==> src/rtl/shift_add_multiplier.sv <==
// shift_add_multiplier: sequential unsigned WIDTH x WIDTH shift-and-add multiplier.
//   Each CALC cycle adds the multiplicand to the high half of the product
//   register (when P[0] is set), then shifts {carry, sum, low half} right by one.
//   Ports:
//     clk     - clock, rising edge
//     rst_n   - synchronous reset, active-low
//     start   - request; accepted only in IDLE or DONE
//     a, b    - multiplicand / multiplier, captured on accepted start
//     busy    - high while CALC
//     done    - one-cycle pulse when product becomes valid
//     product - 2*WIDTH-bit result, held until the next final step or reset
//   Optional feature: define MUL_EARLY_TERM_EN to skip CALC when an operand is zero.
// Also contains ripple_carry_adder, the W-bit adder cell used when WIDTH == 4.

// W-bit ripple-carry adder built from a chain of full adders.
module ripple_carry_adder #(
  parameter int unsigned W = 4
) (
  input  logic [W-1:0] a,
  input  logic [W-1:0] b,
  input  logic         cin,
  output logic [W-1:0] s,
  output logic         cout
);
  logic [W:0] c;

  assign c[0] = cin;

  for (genvar i = 0; i < W; i++) begin : g_fa
    assign s[i]   = a[i] ^ b[i] ^ c[i];
    assign c[i+1] = (a[i] & b[i]) | (c[i] & (a[i] ^ b[i]));
  end

  assign cout = c[W];
endmodule

module shift_add_multiplier #(
  parameter int unsigned WIDTH = 4
) (
  input  logic               clk,
  input  logic               rst_n,
  input  logic               start,
  input  logic [WIDTH-1:0]   a,
  input  logic [WIDTH-1:0]   b,
  output logic               busy,
  output logic               done,
  output logic [2*WIDTH-1:0] product
);
  localparam int unsigned PW    = 2 * WIDTH;
  localparam int unsigned SUM_W = WIDTH + 1;
  localparam int unsigned CNT_W = (WIDTH > 1) ? $clog2(WIDTH) : 1;

  typedef enum logic [1:0] {
    IDLE = 2'd0,
    CALC = 2'd1,
    DONE = 2'd2
  } state_e;

  state_e             state_q, state_d;
  logic [WIDTH-1:0]   mcand_q, mcand_d;
  logic [PW-1:0]      p_q, p_d;
  logic [CNT_W-1:0]   cnt_q, cnt_d;
  logic               busy_q, busy_d;
  logic               done_q, done_d;
  logic [PW-1:0]      product_q, product_d;

  logic               accept;
  logic               early_acc;
  logic               last_step;
  logic [WIDTH-1:0]   add_a, add_b, add_s;
  logic               add_c;
  logic [PW-1:0]      p_step;

  assign accept    = start && ((state_q == IDLE) || (state_q == DONE));
  assign last_step = (state_q == CALC) && (cnt_q == CNT_W'(WIDTH - 1));

`ifdef MUL_EARLY_TERM_EN
  assign early_acc = accept && ((a == '0) || (b == '0));
`else
  assign early_acc = 1'b0;
`endif

  // Adder operands: high half of P plus the multiplicand gated by the current multiplier bit.
  assign add_a = p_q[PW-1:WIDTH];
  assign add_b = p_q[0] ? mcand_q : '0;

  if (WIDTH == 4) begin : g_rca
    ripple_carry_adder #(.W(WIDTH)) u_rca (
      .a    (add_a),
      .b    (add_b),
      .cin  (1'b0),
      .s    (add_s),
      .cout (add_c)
    );
  end else begin : g_add
    assign {add_c, add_s} = SUM_W'(add_a) + SUM_W'(add_b);
  end

  // Carry re-enters as the new MSB so no bit of the partial sum is dropped.
  assign p_step = {add_c, add_s, p_q[WIDTH-1:1]};

  // State register.
  always_ff @(posedge clk) begin
    if (!rst_n) state_q <= IDLE;
    else        state_q <= state_d;
  end

  // Next-state logic; any unused encoding falls back to IDLE.
  always_comb begin
    state_d = IDLE;
    case (state_q)
      IDLE, DONE: begin
        if (accept) state_d = early_acc ? DONE : CALC;
        else        state_d = IDLE;
      end
      CALC:       state_d = last_step ? DONE : CALC;
      default:    state_d = IDLE;
    endcase
  end

  // Datapath and registered-output next values.
  always_comb begin
    mcand_d   = mcand_q;
    p_d       = p_q;
    cnt_d     = cnt_q;
    product_d = product_q;
    busy_d    = (state_d == CALC);
    done_d    = last_step || early_acc;

    if (accept) begin
      mcand_d = a;
      p_d     = {{WIDTH{1'b0}}, b};
      cnt_d   = '0;
      if (early_acc) product_d = '0;
    end else if (state_q == CALC) begin
      p_d   = p_step;
      cnt_d = cnt_q + CNT_W'(1);
      if (last_step) product_d = p_step;
    end
  end

  // Datapath and output registers.
  always_ff @(posedge clk) begin
    if (!rst_n) begin
      mcand_q   <= '0;
      p_q       <= '0;
      cnt_q     <= '0;
      busy_q    <= 1'b0;
      done_q    <= 1'b0;
      product_q <= '0;
    end else begin
      mcand_q   <= mcand_d;
      p_q       <= p_d;
      cnt_q     <= cnt_d;
      busy_q    <= busy_d;
      done_q    <= done_d;
      product_q <= product_d;
    end
  end

  assign busy    = busy_q;
  assign done    = done_q;
  assign product = product_q;
endmodule
==> config.mk <==
export PLATFORM = sky130hd
export DESIGN_NAME = shift_add_multiplier
export DESIGN_NICKNAME = d
export VERILOG_FILES = /design/src/rtl/shift_add_multiplier.sv
export SDC_FILE = /design/constraint.sdc
export NUM_CORES = 1
export LEC_CHECK = 0
export CAP_MARGIN = 25
export CORE_UTILIZATION = 45
export DETAILED_ROUTE_END_ITERATION = 7
export GPL_TIMING_DRIVEN = 0
export PLACE_DENSITY = 0.73
export SETUP_SLACK_MARGIN = 0.1
export SLEW_MARGIN = 20
export SYNTH_ARGS = -nofsm -noshare
export SYNTH_HDL_FRONTEND = slang
export SYNTH_SLANG_ARGS = --single-unit
==> constraint.sdc <==
create_clock -name clk -period 2.65 [get_ports clk]
set_clock_uncertainty 0.05 [all_clocks]
set_input_delay 0.53 -clock clk [delete_from_list [all_inputs] [get_ports clk]]
set_output_delay 0.53 -clock clk [all_outputs]
set_load 0.1 [all_outputs]
After elaboration in Yosys (flattened, before gate mapping)
Index checks and enable logic that the tools add are counted.
{"block": "classes", "add_sub_neg": 1, "n_eq_ne": 4, "n_mux": 6, "bitwise_logic": 19, "reduce_logical": 8}
{"cell": "$mux W4", "count": 3}
{"cell": "$and A1 B1 Y1", "count": 7}
{"cell": "$xor A1 B1 Y1", "count": 7}
{"cell": "$eq A2 B1 Y1 const B", "count": 2}
{"cell": "$eq A2 B2 Y1 const B", "count": 2}
{"cell": "$pmux W2 S2", "count": 1}
{"cell": "$reduce_or A2 Y1", "count": 2}
{"cell": "$or A1 B1 Y1", "count": 3}
{"cell": "$reduce_and A3 Y1", "count": 1}
{"cell": "$add A2 B1 Y2 const B", "count": 1}
{"cell": "$logic_and A1 B1 Y1", "count": 2}
{"cell": "$logic_not A2 Y1", "count": 1}
{"cell": "$mux W2", "count": 1}
{"cell": "$not A1 Y1", "count": 2}
{"cell": "$reduce_bool A2 Y1", "count": 1}
{"cell": "$logic_or A1 B1 Y1", "count": 1}
{"cell": "$mux W1", "count": 1}
{"block": "totals", "register_bits": 26, "output_inout_bits": 10}

Logic depth before layout (Yosys ltp)
Gate-level depths: netlist (run 1).
{"block": "logic_depth", "ltp_word": 8, "depth_mapped": 9, "ltp_nobuf": 9}

Hierarchy
From an unflattened synthesis (run 1), not the netlist that was laid out.
{"block": "hier_totals", "cells_unflattened": 129, "area_unflattened_um2": 1134.8}
{"module": "shift_add_multiplier", "instances": 1, "cells_per_inst": 115, "area_per_inst_um2": 1017.2, "seq_area_each_um2": 520.5}
{"module": "ripple_carry_adder", "instances": 1, "cells_per_inst": 14, "area_per_inst_um2": 117.6, "seq_area_each_um2": 0.0}

Worst setup path after synthesis (run 1)
No wires, ideal clock.
{"block": "synth_timing", "kind": "reg-to-reg", "startpoint": "register p_q[0]", "endpoint": "register p_q[6]", "arrival_time_ns": 1.876, "required_ns": 2.514, "slack_ns": 0.638, "stages_incl_launch_ff": 10, "path_buffers": 0, "synth_period_minus_slack_ns": 2.012, "path_cell_list": "dfxtp_1 -> and2_1 -> ha_1 -> inv_1 -> fa_1 -> inv_1 -> fa_1 -> inv_1 -> fa_1 -> a211oi_1"}
{"block": "synth_between", "elab_chain_cells": 7, "word_cells_on_any_way": 12, "cone_classes": "1 x mux; 11 x bitwise"}
{"element": "start, declared", "line_no": "61", "source": "logic [PW-1:0] p_q, p_d;"}
{"element": "start signal, assigned", "line_no": "153", "source": "p_q <= p_d;"}
{"element": "$mux W4 (*)", "line_no": "85", "source": "assign add_b = p_q[0] ? mcand_q : '0;"}
{"element": "$and A1 B1 Y1 / $xor A1 B1 Y1 (equally long branches)", "line_no": "31", "source": "assign c[i+1] = (a[i] & b[i]) | (c[i] & (a[i] ^ b[i]));"}
{"element": "$and A1 B1 Y1", "line_no": "31"}
{"element": "$or A1 B1 Y1", "line_no": "31"}
{"element": "$and A1 B1 Y1", "line_no": "31"}
{"element": "$or A1 B1 Y1", "line_no": "31"}
{"element": "$xor A1 B1 Y1 (*)", "line_no": "30", "source": "assign s[i] = a[i] ^ b[i] ^ c[i];"}
Mark *: on every way between the ends. The rest lies on a longest branch, timed or not.
A chain may end at the register's enable or synchronous reset.

Worst setup path after layout (run 1)
{"block": "layout_timing", "startpoint": "register product_q[6], in the netlist product[6]", "endpoint": "output product[6]"}
{"element": "start, declared", "line_no": "65", "source": "logic [PW-1:0] product_q, product_d;"}
{"element": "start signal, assigned", "line_no": "157", "source": "product_q <= product_d;"}
{"element": "end, declared", "line_no": "47", "source": "output logic [2*WIDTH-1:0] product"}
No word-level cell between the ends.

==> key figures, run 1 <==
Status
  • Run status: finished, final reports clean

Power and ir drop
  • Comb pwr share: 11.7%
  • Design Power: 787.1 uW
  • Clock share of power: 35.0%
  • Net Sw Power: 185.0 uW
  • Int Pwr: 602.1 uW
  • Sw Share: 23.50%
  • VDD IR max: 0.3673 mV
  • Leak: 0.0005043 uW
  • Reg power frac: 53.3%
  • Pwr Density: 576.1 nW/um^2

Setup path
  • RR Endpoint: p_q[6]$_SDFFE_PP0N_
  • Crit-path cells: clkdlybuf4s50_1
  • Worst setup EP type: output pin
  • Crit Path Max Fanout: 2
  • Reg2reg setup slack: 0.49 ns
  • Largest delay contributor family on the critical path: buffers and inverters
  • Slowest CP cell: clkdlybuf4s50_1
  • Buf/Inv on CP: 1
  • Crit-path max cell delay: 1.14 ns
  • Startpoint types: flip-flop
  • Setup CP Type: flip-flop to output pin
  • Worst r2r path cells: 9
  • Worst r2r src: p_q[0]$_SDFFE_PN0P_
  • Worst Path Arrival: 1.84 ns
  • CP required: 2.07 ns

STA
  • Fmax: 0.4140 GHz
  • Least-Margin Pin Slew: 0.9713 ns
  • Fin crit period: 2.416 ns
  • Final worst-path cycle share: 91.15%
  • RSZ-0062 raised after global routing: false
  • Final Max Tran Viols: 0
  • TNS Setup: 0 ns
  • Final hold violation count: 0
  • Final setup viols: 0
  • Hold Slack: 0.4120 ns
  • Relative slew slack: 35.04%

Logic synthesis
  • Synth top area cells: dfxtp_1 48%, fa_1 5.6%, nand2_1 5.2%
  • Most frequent cell after synthesis: dfxtp_1
  • Avg Synthesized Cell Area: 9.630 sq um
  • Syn. warnings: 0
  • Top_reg_cell synth: dfxtp_1
  • Ys async rst share: 0%
  • Cell taking the most area after synthesis: dfxtp_1
  • Post-synthesis instance area: 1079 sq um
  • Netlist cell types: 25
  • Cells after Synth: 112
  • Synthesized net count: 128
  • Commonest cells in the netlist: 26 x dfxtp_1, 15 x nand2_1, 9 x nor2_1
  • Synth top area share: 48.26%
  • Register area share after synthesis: 48.26%
  • #FFs+latches synth: 26
  • EDFF count, synth: 0

Finish
  • Area growth, synth to finish: 26.68%
  • # diodes: 0
  • Nets: 153
  • Post-Layout Cell Count: 164
  • Fraction of layout cells with a size suffix above 1: 11.03%

GRT
  • First-pass GRT wire length: 3443 um
  • Largest net degree at the start of global routing: 16
  • Total GRT Usage: 18.31%
  • Vias in the first global route: 796
  • Grt total ovfl: 0
  • Antenna violations before repair: 0

Clock network
  • Post-CTS Repair Setup Buffers: 0
  • Hold_buf cts: 0
  • Worst-skew pair later-pin latency: 0.33 ns
  • Clock-pin slew on the worst setup and hold paths: 0.14 ns
  • CTS resizes: 0
  • Clock sinks: 26
  • CTS Root Cell: clkbuf_4
  • CTS Buf Count: 3
  • CTS max path bufs: 2
  • H-tree depth: 1
  • CTS tree: done

Placement
  • Buffers on Ports: 20
  • Placed cells: 160
  • GPL Wtd Cong: 0.7312
  • Post-DP HPWL: 1502 um

Detailed routing
  • Post-route ant nets: 0
  • Routed vias: 817
  • DRC viols: 0
  • Met2 WL: 900 um
  • WL met1: 966 um
  • DRT Pass-1 Iters: 4
  • Vias/cell: 4.982
  • Highest layer used for signal routing: met4
  • DRT Wirelength: 1951 um
  • Metal3 WL: 47 um
  • Routed len/inst: 11.90 um
  • DR iter-0 viols: 10

Min path
  • Hold Startpoint: mcand_q[2]$_SDFFE_PN0P_
  • Hold EP: mcand_q[2]$_SDFFE_PN0P_
  • Hold Crit Depth: 2
  • HP Class: flip-flop to flip-flop

Floorplan
  • Initial core utilization: 48.29%
  • Die height: 50.96 um
  • Chip width: 50.96 um
  • Io pins: 21
  • Row cnt: 17
  • CORE AREA: 2233 sq um
  • Die ar.: 2596 sq um

Run
  • Max-cap violations: 0
## layout make-up
cell class              instances  area [sq um]
clock buffers                   3         22.52
repair buffers                 20         200.2
plain buffers                   6         50.05
well taps                      28         35.03
fillers                       220         867.1
multi-input cells              74         485.5
clock inverters                 1         30.03
inverters                       6         22.52
flip-flops and latches         26         520.5
## cell families after synthesis
group | Yosys count | synth area share [%]
AOI/OAI and AO/OA | 17 | 11.14
xor gates and xnor gates | 1 | 0.8122
adders and majority gates | 5 | 7.888
buffers and inverters | 12 | 6.727
DFF | 26 | 48.26
muxes | 5 | 4.641
and+or+nand+nor | 46 | 20.53
## placed cells by master (no fill, tap or decap), types with 2 or more instances in the layout
master           netlist  layout
and2_1                 6       6
nand2b_1               2       2
nor2_2                 3       3
ha_1                   2       2
mux2i_1                5       5
a211oi_2               3       3
clkbuf_4               0       3
buf_4                  2       2
inv_1                  6       6
nor2_1                 9       9
fa_1                   3       3
clkdlybuf4s50_1        0      20
nor3_1                 8       8
dfxtp_1               26      26
a211oi_1               3       3
o22ai_1                4       4
a21oi_1                6       6
nand2_1               15      15
## per-stage QoR
stage          util, %  worst slack [ns]  instance area, sq um
6_report         61.18            0.2345                  1366
3_3_place_gp     58.82            0.5490                  1314
2_1_floorplan        -            0.6382                  1079
5_1_grt          61.18            0.1789                  1366
3_5_place_dp     58.82            0.4935                  1314
4_1_cts          61.18            0.2127                  1366
## worst max path at each step
stage | to | cells after the start | from | slack, ns
after global routing | product[6] | 1 | product[6]$_SDFFE_PN0P_ | 0.18
after CTS | product[6] | 1 | product[6]$_SDFFE_PN0P_ | 0.21
final | product[6] | 1 | product[6]$_SDFFE_PN0P_ | 0.23
after global placement | p_q[6]$_SDFFE_PP0N_ | 9 | p_q[0]$_SDFFE_PN0P_ | 0.55
after detailed placement | p_q[6]$_SDFFE_PP0N_ | 9 | p_q[0]$_SDFFE_PN0P_ | 0.49
after floorplan | p_q[6]$_SDFFE_PP0N_ | 9 | p_q[0]$_SDFFE_PN0P_ | 0.64
## worst register-to-register path: cells and delay by family, from the launching register on
family	cells	cell delay [ns]
adder cells (fa/ha/maj)	4	1.11
buffers and inverters	3	0.18
AND/OR/NAND/NOR	1	0.15
flip-flops	1	0.42
AO/OA/AOI/OAI	1	0.20
## power groups by stage
stage	Combinational, uW	Sequential (uW)	Clock, uW
5_1_grt	101	423	292
2_1_floorplan	51.8	435	0
6_report	91.9	420	275
4_1_cts	92.3	420	285
3_5_place_dp	92.0	429	0
3_3_place_gp	89.4	428	0
## routing by layer
layer  up-vias  GRT usage [%]
li1        420              -
met1       382          22.63
met2        11          30.48
met3         4          2.679
met4         0          9.722
met5         -              0
## flip-flops by register name (all words and copies together) (netlist names)
signal   flops
p_q          8
product      8
mcand_q      4
cnt_q        2
state_q      2
busy         1
done         1
Note: power is estimated with default switching activity, not from simulation.
==> inputs of run 2 (changes only) <==
Settings changed: CTS_CLUSTER_SIZE from default to 25.
==> results of run 2 <==
The final DEF is identical to that of run 1; final timing and power are the same.
==> inputs of run 3 (changes only) <==
Settings changed: CORE_MARGIN from default to 2, TNS_END_PERCENT from default to 20.
==> key figures, run 3 (synthesized netlist as in run 1, its figures left out) <==
Status
  • Run status: finished, final reports clean

Finish
  • Area growth, synth to finish: 26.68%
  • Fraction of layout cells with a size suffix above 1: 11.03%
  • Commonest non-fill, non-tap cell in the layout: dfxtp_1
  • # diodes: 0
  • Nets: 153
  • Fin area: 1366 sq um
  • Finished Core Util: 61.18%
  • # fillers: 208
  • Most frequent cells in the layout: 26 x dfxtp_1, 20 x clkdlybuf4s50_1, 15 x nand2_1, 9 x nor2_1, 8 x nor3_1

Detailed routing
  • Post-route ant nets: 0
  • Vias/cell: 4.896
  • Routed vias: 803
  • DRT Wirelength: 1984 um
  • DR iter-0 viols: 7
  • DRC viols: 0
  • DRT Pass-1 Iters: 3
  • Routed len/inst: 12.10 um

STA
  • Relative slew slack: 34.94%
  • Fmax: 0.4145 GHz
  • Final Max Tran Viols: 0
  • TNS Setup: 0 ns
  • RSZ-0062 raised after global routing: false
  • Fin crit period: 2.412 ns
  • Final setup viols: 0
  • Final hold violation count: 0
  • Least-Margin Pin Slew: 0.9729 ns
  • Final worst-path cycle share: 91.04%

Floorplan
  • Initial core utilization: 48.29%
  • Io pins: 21
  • Die ar.: 2804 sq um
  • Chip width: 52.96 um
  • Row cnt: 17
  • Die height: 52.96 um
  • CORE AREA: 2233 sq um

Clock network
  • CTS Buf Count: 3
  • CTS max path bufs: 2
  • Post-CTS Repair Setup Buffers: 0
  • Hold_buf cts: 0
  • Worst-skew pair later-pin latency: 0.33 ns
  • CTS Root Cell: clkbuf_4
  • Clock sinks: 26
  • H-tree depth: 1
  • Clock-pin slew on the worst setup and hold paths: 0.14 ns
  • CTS tree: done
  • CTS resizes: 0

Setup path
  • Largest delay contributor family on the critical path: buffers and inverters
  • CP required: 2.07 ns
  • Buf/Inv on CP: 1
  • Startpoint types: flip-flop
  • Worst Path Arrival: 1.83 ns
  • Setup CP Type: flip-flop to output pin
  • Crit-path max cell delay: 1.14 ns
  • Crit-path cells: clkdlybuf4s50_1
  • Worst r2r path cells: 9
  • CP Depth: 1
  • Crit Path Max Fanout: 2
  • Worst setup EP type: output pin
  • Slowest CP cell: clkdlybuf4s50_1

Placement
  • DP Area: 1314 sq um
  • Post-DP HPWL: 1486 um
  • Buffers on Ports: 20
  • GPL Wtd Cong: 0.7196

GRT
  • Largest net degree at the start of global routing: 16
  • Grt total ovfl: 0
  • Antenna violations before repair: 0
  • Vias in the first global route: 772
  • First-pass GRT wire length: 3505 um
  • Total GRT Usage: 17.44%

Power and ir drop
  • Reg power frac: 53.2%
  • Leak: 0.0005043 uW
  • Design Power: 788.6 uW
  • Comb pwr share: 11.7%
  • Int Pwr: 602.2 uW
  • Pwr Density: 577.2 nW/um^2
  • Net Sw Power: 186.5 uW
  • Sw Share: 23.65%
  • VDD IR max: 0.4926 mV
  • Clock share of power: 35.1%

Min path
  • Hold Crit Depth: 2
  • HP Class: flip-flop to flip-flop

Run
  • Max-cap violations: 0
run 3: worst paths after layout:
check | from | slack, ns | end
setup reg to reg | p_q[0]$_SDFFE_PN0P_ | 0.47 | p_q[6]$_SDFFE_PP0N_
setup / recovery | product[6]$_SDFFE_PN0P_ | 0.24 | product[6]
hold reg to reg | mcand_q[2]$_SDFFE_PN0P_ | 0.41 | mcand_q[2]$_SDFFE_PN0P_
hold / removal | mcand_q[2]$_SDFFE_PN0P_ | 0.41 | mcand_q[2]$_SDFFE_PN0P_
run 3: final cells by class:
cell class	count	area (sq um)	area share, %
buffer	6	50.05	3.663
clock inverter	1	30.03	2.198
clock buffer	3	22.52	1.648
multi-input combinational	74	485.5	35.53
inverter	6	22.52	1.648
tap	28	35.03	2.564
sequential	26	520.5	38.10
timing repair buffer	20	200.2	14.65
run 3: through the flow:
step	hold slack [ns]	setup WS, ns	instances
after floorplan	0.3817	0.6382	112
after global placement	0.3903	0.5412	160
after detailed placement	0.3952	0.5174	160
after CTS	0.4146	0.2251	164
after global routing	0.4373	0.1926	164
final	0.4100	0.2375	164
run 3: per-layer routing:
layer  vias up  part of all wire [%]  global-route usage [%]
met5         -                     0                       0
met4         0                   1.4                   6.410
met3         4                   3.3                   2.825
met2        13                    46                   26.88
met1       366                    49                   24.47
li1        420                     -                       -
run 3: power by group through the flow:
stage                     Clock (uW)  Sequential [uW]  Combinational (uW)
final                            276              420                92.5
after global routing             292              423                 102
after CTS                        278              420                92.9
after detailed placement           0              428                92.3
after global placement             0              428                89.7
after floorplan                    0              435                51.8
